File: src/rtl/nand_clk_pkg.sv
// nand_clk_pkg: shared FSM states and bring-up timing defaults for clock/reset supervisors
package nand_clk_pkg;
    typedef enum logic [2:0] {
        S_RST     = 3'd0,
        S_WAIT    = 3'd1,
        S_STABLE  = 3'd2,
        S_RELEASE = 3'd3,
        S_RUN     = 3'd4,
        S_FAIL    = 3'd5
    } state_t;
    localparam int DEF_RST_PULSE_CYC    = 16;
    localparam int DEF_LOCK_TIMEOUT_CYC = 50000;
    localparam int DEF_STABLE_CYC       = 64;
    localparam int DEF_MAX_RETRY        = 4;
    localparam int DEF_NUM_DOM          = 3;
    localparam int DEF_STAGGER_CYC      = 8;
    localparam int DEF_CNT_W            = 16;
endpackage

File: src/rtl/nand_clk_rst_seq_sync_2ff.sv
// sync_2ff: two-flop synchronizer for asynchronous level signals
module sync_2ff #(
    parameter int           W       = 1,
    parameter logic [W-1:0] RST_VAL = '0
) (
    input  logic         clk,
    input  logic         rst,
    input  logic [W-1:0] d,
    output logic [W-1:0] q
);
    logic [W-1:0] meta;
    always_ff @(posedge clk or posedge rst) begin
        if (rst) begin
            meta <= RST_VAL;
            q    <= RST_VAL;
        end else begin
            meta <= d;
            q    <= meta;
        end
    end
endmodule

File: src/rtl/nand_clk_rst_seq.sv
// nand_clk_rst_seq: MMCM reset/lock supervisor with timeout retry and staggered domain reset release
module nand_clk_rst_seq
    import nand_clk_pkg::*;
#(
    parameter int RST_PULSE_CYC    = DEF_RST_PULSE_CYC,
    parameter int LOCK_TIMEOUT_CYC = DEF_LOCK_TIMEOUT_CYC,
    parameter int STABLE_CYC       = DEF_STABLE_CYC,
    parameter int MAX_RETRY        = DEF_MAX_RETRY,
    parameter int NUM_DOM          = DEF_NUM_DOM,
    parameter int STAGGER_CYC      = DEF_STAGGER_CYC,
    parameter int CNT_W            = DEF_CNT_W
) (
    input  logic               clk_in,
    input  logic               reset,
    input  logic               mmcm_locked,
    input  logic               soft_restart,
    output logic               mmcm_reset,
    output logic [NUM_DOM-1:0] dom_resetn,
    output logic               sys_ready,
    output logic               fail,
    output logic [3:0]         retry_cnt,
    output logic [7:0]         lock_loss_cnt,
    output logic [2:0]         state
);
    localparam int IDX_W = $clog2(NUM_DOM + 1);
    state_t           st;
    logic [CNT_W-1:0] cnt;
    logic [IDX_W-1:0] idx;
    logic             locked_s;
    logic             rel_now;
    sync_2ff #(.W(1)) u_lock_sync (
        .clk (clk_in),
        .rst (reset),
        .d   (mmcm_locked),
        .q   (locked_s)
    );
    assign state   = st;
    assign rel_now = cnt == CNT_W'(idx) * CNT_W'(STAGGER_CYC);
    always_ff @(posedge clk_in or posedge reset) begin
        if (reset) begin
            st            <= S_RST;
            cnt           <= '0;
            idx           <= '0;
            mmcm_reset    <= 1'b1;
            dom_resetn    <= '0;
            sys_ready     <= 1'b0;
            fail          <= 1'b0;
            retry_cnt     <= '0;
            lock_loss_cnt <= '0;
        end else if (soft_restart) begin
            st         <= S_RST;
            cnt        <= '0;
            idx        <= '0;
            mmcm_reset <= 1'b1;
            dom_resetn <= '0;
            sys_ready  <= 1'b0;
            fail       <= 1'b0;
            retry_cnt  <= '0;
        end else begin
            cnt <= cnt + 1'b1;
            case (st)
                S_RST: if (cnt == CNT_W'(RST_PULSE_CYC - 1)) begin
                    st         <= S_WAIT;
                    cnt        <= '0;
                    mmcm_reset <= 1'b0;
                end
                S_WAIT: if (locked_s) begin
                    st  <= S_STABLE;
                    cnt <= '0;
                end else if (cnt == CNT_W'(LOCK_TIMEOUT_CYC - 1)) begin
                    cnt        <= '0;
                    mmcm_reset <= 1'b1;
                    if (retry_cnt == 4'(MAX_RETRY)) begin
                        st   <= S_FAIL;
                        fail <= 1'b1;
                    end else begin
                        st        <= S_RST;
                        retry_cnt <= retry_cnt + 1'b1;
                    end
                end
                S_STABLE: if (!locked_s) begin
                    st  <= S_WAIT;
                    cnt <= '0;
                end else if (cnt == CNT_W'(STABLE_CYC - 1)) begin
                    st  <= S_RELEASE;
                    cnt <= '0;
                end
                // a lock drop while releasing is handled exactly like one in RUN
                S_RELEASE, S_RUN: if (!locked_s) begin
                    st            <= S_RST;
                    cnt           <= '0;
                    idx           <= '0;
                    mmcm_reset    <= 1'b1;
                    dom_resetn    <= '0;
                    sys_ready     <= 1'b0;
                    lock_loss_cnt <= (lock_loss_cnt == 8'hff) ? lock_loss_cnt : lock_loss_cnt + 1'b1;
                end else if (st == S_RUN) begin
                    cnt       <= '0;
                    retry_cnt <= '0;
                end else if (rel_now) begin
                    dom_resetn <= dom_resetn | (NUM_DOM'(1) << idx);
                    idx        <= idx + 1'b1;
                    if (idx == IDX_W'(NUM_DOM - 1)) begin
                        st        <= S_RUN;
                        cnt       <= '0;
                        sys_ready <= 1'b1;
                        retry_cnt <= '0;
                    end
                end
                S_FAIL: cnt <= '0;
                default: begin
                    st  <= S_RST;
                    cnt <= '0;
                end
            endcase
        end
    end
endmodule

File: config.mk
export PLATFORM = sky130hd
export DESIGN_NAME = nand_clk_rst_seq
export DESIGN_NICKNAME = d
export VERILOG_FILES = /design/src/rtl/nand_clk_pkg.sv /design/src/rtl/nand_clk_rst_seq_sync_2ff.sv /design/src/rtl/nand_clk_rst_seq.sv
export SDC_FILE = /design/constraint.sdc
export NUM_CORES = 1
export LEC_CHECK = 0
export ABC_AREA = 1
export ABC_CLOCK_PERIOD_IN_PS = 2400
export CORE_MARGIN = 2
export CORE_UTILIZATION = 38
export DETAILED_ROUTE_END_ITERATION = 10
export HOLD_SLACK_MARGIN = 0.06
export PLACE_DENSITY = 0.55
export SYNTH_ARGS = -nofsm -noshare
export SYNTH_HDL_FRONTEND = slang
export SYNTH_HIERARCHICAL = 1
export SYNTH_SLANG_ARGS = --single-unit
export TNS_END_PERCENT = 20
File: constraint.sdc
create_clock -name clk_in -period 2.4 [get_ports clk_in]
set_clock_uncertainty 0.1 [all_clocks]
set_input_delay 0.48 -clock clk_in [delete_from_list [all_inputs] [get_ports clk_in]]
set_output_delay 0.48 -clock clk_in [all_outputs]
set_load 0.005 [all_outputs]
==> flow_summary.html <==
<table>
<tr><th>Metric</th><th>Value</th></tr>
<tr><th colspan="2">Outcome</th></tr>
<tr><td>Run status</td><td>completed</td></tr>
<tr><th colspan="2">Global routing</th></tr>
<tr><td>Vias in the first global route</td><td>2018</td></tr>
<tr><td>Pin count of the biggest net entering global routing</td><td>40</td></tr>
<tr><td>Global-route wire length before repair</td><td>9280 µm</td></tr>
<tr><td>Overflow after GRT</td><td>0</td></tr>
<tr><td>Number of antenna violations at the first check in global routing</td><td>0</td></tr>
<tr><td>GR Util All Layers</td><td>16.2%</td></tr>
<tr><th colspan="2">Synthesis</th></tr>
<tr><td>Top cell type's share of synthesized area</td><td>40.9%</td></tr>
<tr><td>Total standard cell area after synthesis</td><td>0.00244 mm²</td></tr>
<tr><td>Syn avg cell area</td><td>7.50 µm²</td></tr>
<tr><td>Portion of the post-synthesis area used by sequential elements</td><td>42.0%</td></tr>
<tr><td>Main area contributors after synthesis</td><td>sky130_fd_sc_hd__dfrtp_1 41%, sky130_fd_sc_hd__nand2_1 12%, sky130_fd_sc_hd__nor2_1 8.6%</td></tr>
<tr><td>Synthesized net count</td><td>338</td></tr>
<tr><td>Post-synthesis instance total</td><td>326</td></tr>
<tr><td>Largest area contributor in the synthesized netlist</td><td>sky130_fd_sc_hd__dfrtp_1</td></tr>
<tr><td>Cell variety after synth</td><td>28</td></tr>
<tr><td>Synth warn</td><td>6</td></tr>
<tr><td>Post-synthesis sequential element count</td><td>41</td></tr>
<tr><th colspan="2">Clock tree</th></tr>
<tr><td>CTS Root Buffer Type</td><td>sky130_fd_sc_hd__clkbuf_8</td></tr>
<tr><td>Number of buffers created by CTS</td><td>5</td></tr>
<tr><td>H-tree levels</td><td>2</td></tr>
<tr><td>Clock-pin slew on the worst setup and hold paths</td><td>0.09 ns</td></tr>
<tr><td>Clk_lat worst skew</td><td>0.30 ns</td></tr>
<tr><td>Resize count post-CTS</td><td>0</td></tr>
<tr><td>Clock tree from TritonCTS</td><td>yes</td></tr>
<tr><td>Post-cts hold buffer count</td><td>0</td></tr>
<tr><td>Post-CTS Repair Setup Buffers</td><td>0</td></tr>
<tr><td>Clk buf depth</td><td>2</td></tr>
<tr><td>Clock sinks</td><td>41</td></tr>
<tr><th colspan="2">Cells and area</th></tr>
<tr><td>Design area</td><td>0.00291 mm²</td></tr>
<tr><td>Net count, final</td><td>367</td></tr>
<tr><td>Number of inserted diodes</td><td>0</td></tr>
<tr><td>Layout area overhead</td><td>19.0%</td></tr>
<tr><td>Share of post-route cells with drive strength above 1</td><td>7.30%</td></tr>
<tr><td>Number of standard cells in the layout, taps in and fillers out</td><td>433</td></tr>
<tr><td>Post-layout util</td><td>46.4%</td></tr>
<tr><th colspan="2">Setup path</th></tr>
<tr><td>Critical Path Start Type</td><td>flip-flop</td></tr>
<tr><td>Ordered cell list for the critical path</td><td>inv_2 -&gt; nand3_1 -&gt; nand2_2 -&gt; nor2_2 -&gt; nand2_1 -&gt; nand3_1 -&gt; nor2b_2 -&gt; nand2_1 -&gt; nand2_1 -&gt; nand2_1</td></tr>
<tr><td>Most common cell type on the critical path</td><td>sky130_fd_sc_hd__nand2_1</td></tr>
<tr><td>Worst setup EP type</td><td>flip-flop</td></tr>
<tr><td>Largest delay contributor family on the critical path</td><td>simple AND/OR/NAND/NOR gates</td></tr>
<tr><td>Worst-case register-to-register setup slack</td><td>0.40 ns</td></tr>
<tr><td>Total buffers and inverters traversed by the critical path</td><td>1</td></tr>
<tr><td>Worst Path Arrival</td><td>2.08 ns</td></tr>
<tr><td>Setup CP Type</td><td>flip-flop to flip-flop</td></tr>
<tr><td>Required time of the critical path</td><td>2.49 ns</td></tr>
<tr><td>Highest net fanout along the worst path</td><td>10</td></tr>
<tr><td>Longest individual stage delay on the worst path</td><td>0.49 ns</td></tr>
<tr><td>Slowest cell on the critical path</td><td>sky130_fd_sc_hd__dfrtp_1</td></tr>
<tr><th colspan="2">Place</th></tr>
<tr><td>Detailed-placement wirelength estimate</td><td>3820 µm</td></tr>
<tr><td>Worst setup timing slack at the placement stage</td><td>0.134 ns</td></tr>
<tr><td>Area after detailed placement</td><td>0.00277 mm²</td></tr>
<tr><td>Port-buffer cells</td><td>24</td></tr>
<tr><td>Routability congestion estimate</td><td>0.913</td></tr>
<tr><td>Cell count after placement</td><td>425</td></tr>
<tr><th colspan="2">Die</th></tr>
<tr><td>Num ports</td><td>25</td></tr>
<tr><td>Die W</td><td>84.2 µm</td></tr>
<tr><td>Total number of placement rows</td><td>29</td></tr>
<tr><td>Initial Utilization</td><td>38.9%</td></tr>
<tr><td>Total core area</td><td>0.00628 mm²</td></tr>
<tr><td>Die height</td><td>84.2 µm</td></tr>
<tr><td>Total die area</td><td>0.00709 mm²</td></tr>
<tr><th colspan="2">Routing</th></tr>
<tr><td>Total wirelength of the detailed-routed design</td><td>5210 µm</td></tr>
<tr><td>Total iterations of the first detailed-routing run</td><td>4</td></tr>
<tr><td>Count of antenna-violating nets left after detailed routing</td><td>0</td></tr>
<tr><td>Avg WL per Cell</td><td>12.0 µm</td></tr>
<tr><td>Number of violations reported at the end of detailed-routing iteration 0</td><td>106</td></tr>
<tr><td>Number of remaining DRC errors</td><td>0</td></tr>
<tr><td>Routed via count</td><td>2069</td></tr>
<tr><td>Post-detailed-route via-to-cell ratio</td><td>4.78</td></tr>
<tr><th colspan="2">Timing</th></tr>
<tr><td>Tightest slew margin relative to the limit</td><td>66.5%</td></tr>
<tr><td>Smallest setup slack after layout</td><td>0.405 ns</td></tr>
<tr><td>Final clock period utilization by the worst path</td><td>83.1%</td></tr>
<tr><td>Final critical-path required period</td><td>2.00 ns</td></tr>
<tr><td>RSZ-0062 raised after global routing</td><td>false</td></tr>
<tr><td>Minimum hold slack</td><td>0.246 ns</td></tr>
<tr><td>Fin. max-slew vios</td><td>0</td></tr>
<tr><td>Setup TNS after final layout</td><td>0 ns</td></tr>
<tr><td>Slew at the pin closest to its max-slew limit</td><td>0.502 ns</td></tr>
<tr><td>Final-report hold violation count</td><td>0</td></tr>
<tr><td>Maximum achievable frequency</td><td>0.501 GHz</td></tr>
<tr><td>Final setup violation count</td><td>0</td></tr>
<tr><th colspan="2">Power</th></tr>
<tr><td>PD cells</td><td>799 mW/mm²</td></tr>
<tr><td>Highest ir drop seen on vdd</td><td>0.465 mV</td></tr>
<tr><td>Sequential Power Share</td><td>38.9%</td></tr>
<tr><td>Design internal power</td><td>1.52 mW</td></tr>
<tr><td>Switching share of total power</td><td>34.4%</td></tr>
<tr><td>Relative contribution of the clock network to total power</td><td>29.3%</td></tr>
<tr><td>Leak pwr</td><td>1.39 nW</td></tr>
<tr><td>Part of the total power dissipated in combinational logic</td><td>31.7%</td></tr>
<tr><td>Sw power</td><td>0.801 mW</td></tr>
<tr><td>Post-layout power</td><td>2.32 mW</td></tr>
<tr><th colspan="2">Flow run</th></tr>
<tr><td>Max-cap violations</td><td>0</td></tr>
<tr><th colspan="2">Worst hold path</th></tr>
<tr><td>Class of the tightest hold or removal check</td><td>input port to async pin</td></tr>
</table>
cell usage after synthesis (all sizes together):
library cell	instances
nand3	32
nand4	11
nand3b	2
o21ai	6
xor2	14
o21bai	3
and3	1
ha	8
buf	5
inv	44
xnor2	6
nor2	60
dfrtp	40
nor3	3
nor2b	1
o21a	2
a21oi	9
nand2	78
dfstp	1
registers in the layout, indices dropped and copies added, names as in the netlist:
name / flops
mmcm_reset: 1
idx: 2
cnt: 16
u_lock_sync/meta: 1
retry_cnt: 4
dom_resetn: 3
sys_ready: 1
fail: 1
state: 3
lock_loss_cnt: 8
u_lock_sync/q: 1
cell type report:
class / instances / area [µm²]
multi-input cells: 236 / 1220
repair buffers: 27 / 263
inverters: 44 / 165
flip-flops and latches: 41 / 1030
clock buffers: 5 / 68.8
clock inverters: 3 / 68.8
well taps: 77 / 96.3
fillers: 642 / 3370
worst paths after layout:
kind	end	startpoint	cells past startpoint
hold / removal	u_lock_sync/q$_DFF_PP0_	reset	2
max in group asynchronous	mmcm_reset$_DFFE_PP1P_	reset	3
setup / recovery	retry_cnt[2]$_DFFE_PP0P_	state[2]$_DFFE_PP0P_	10
setup reg to reg	retry_cnt[2]$_DFFE_PP0P_	state[2]$_DFFE_PP0P_	10
min in group clk_in	u_lock_sync/q$_DFF_PP0_	u_lock_sync/meta$_DFF_PP0_	0
hold reg to reg	u_lock_sync/q$_DFF_PP0_	u_lock_sync/meta$_DFF_PP0_	0
cell families after synthesis:
family / count (synthesis) / share of synthesized area, %
DFF: 41 / 42.0
adders and majority gates: 8 / 4.09
xor gates and xnor gates: 20 / 7.16
buffers and inverters: 49 / 8.03
and+or+nand+nor: 188 / 33.8
AOI/OAI and AO/OA: 20 / 4.91
placed cells by master (no fill, tap or decap), drive strengths merged, types with 8 or more instances in the layout:
master,instances
a21oi,9
clkdlybuf4s50,24
dfrtp,40
ha,8
inv,45
nand2,78
nand3,32
nand4,11
nor2,60
xor2,14
power groups by stage:
stage | Combinational, mW | Sequential, mW | Clock, mW
global route | 0.844 | 0.923 | 0.742
detailed placement | 0.742 | 0.920 | 0
floorplan | 0.491 | 0.900 | 0
finish | 0.738 | 0.905 | 0.682
CTS | 0.748 | 0.908 | 0.704
global placement | 0.743 | 0.921 | 0
layer usage:
| layer | track usage [%] | vias to the layer above | routed length, µm |
|---|---|---|---|
| li1 | - | 1082 | - |
| met1 | 22.2 | 955 | 2570 |
| met2 | 25.5 | 28 | 2430 |
| met3 | 3.54 | 4 | 152 |
| met4 | 5.57 | 0 | 59 |
| met5 | 0 | - | 0 |
No activity file was read; power rests on OpenSTA's default activity.
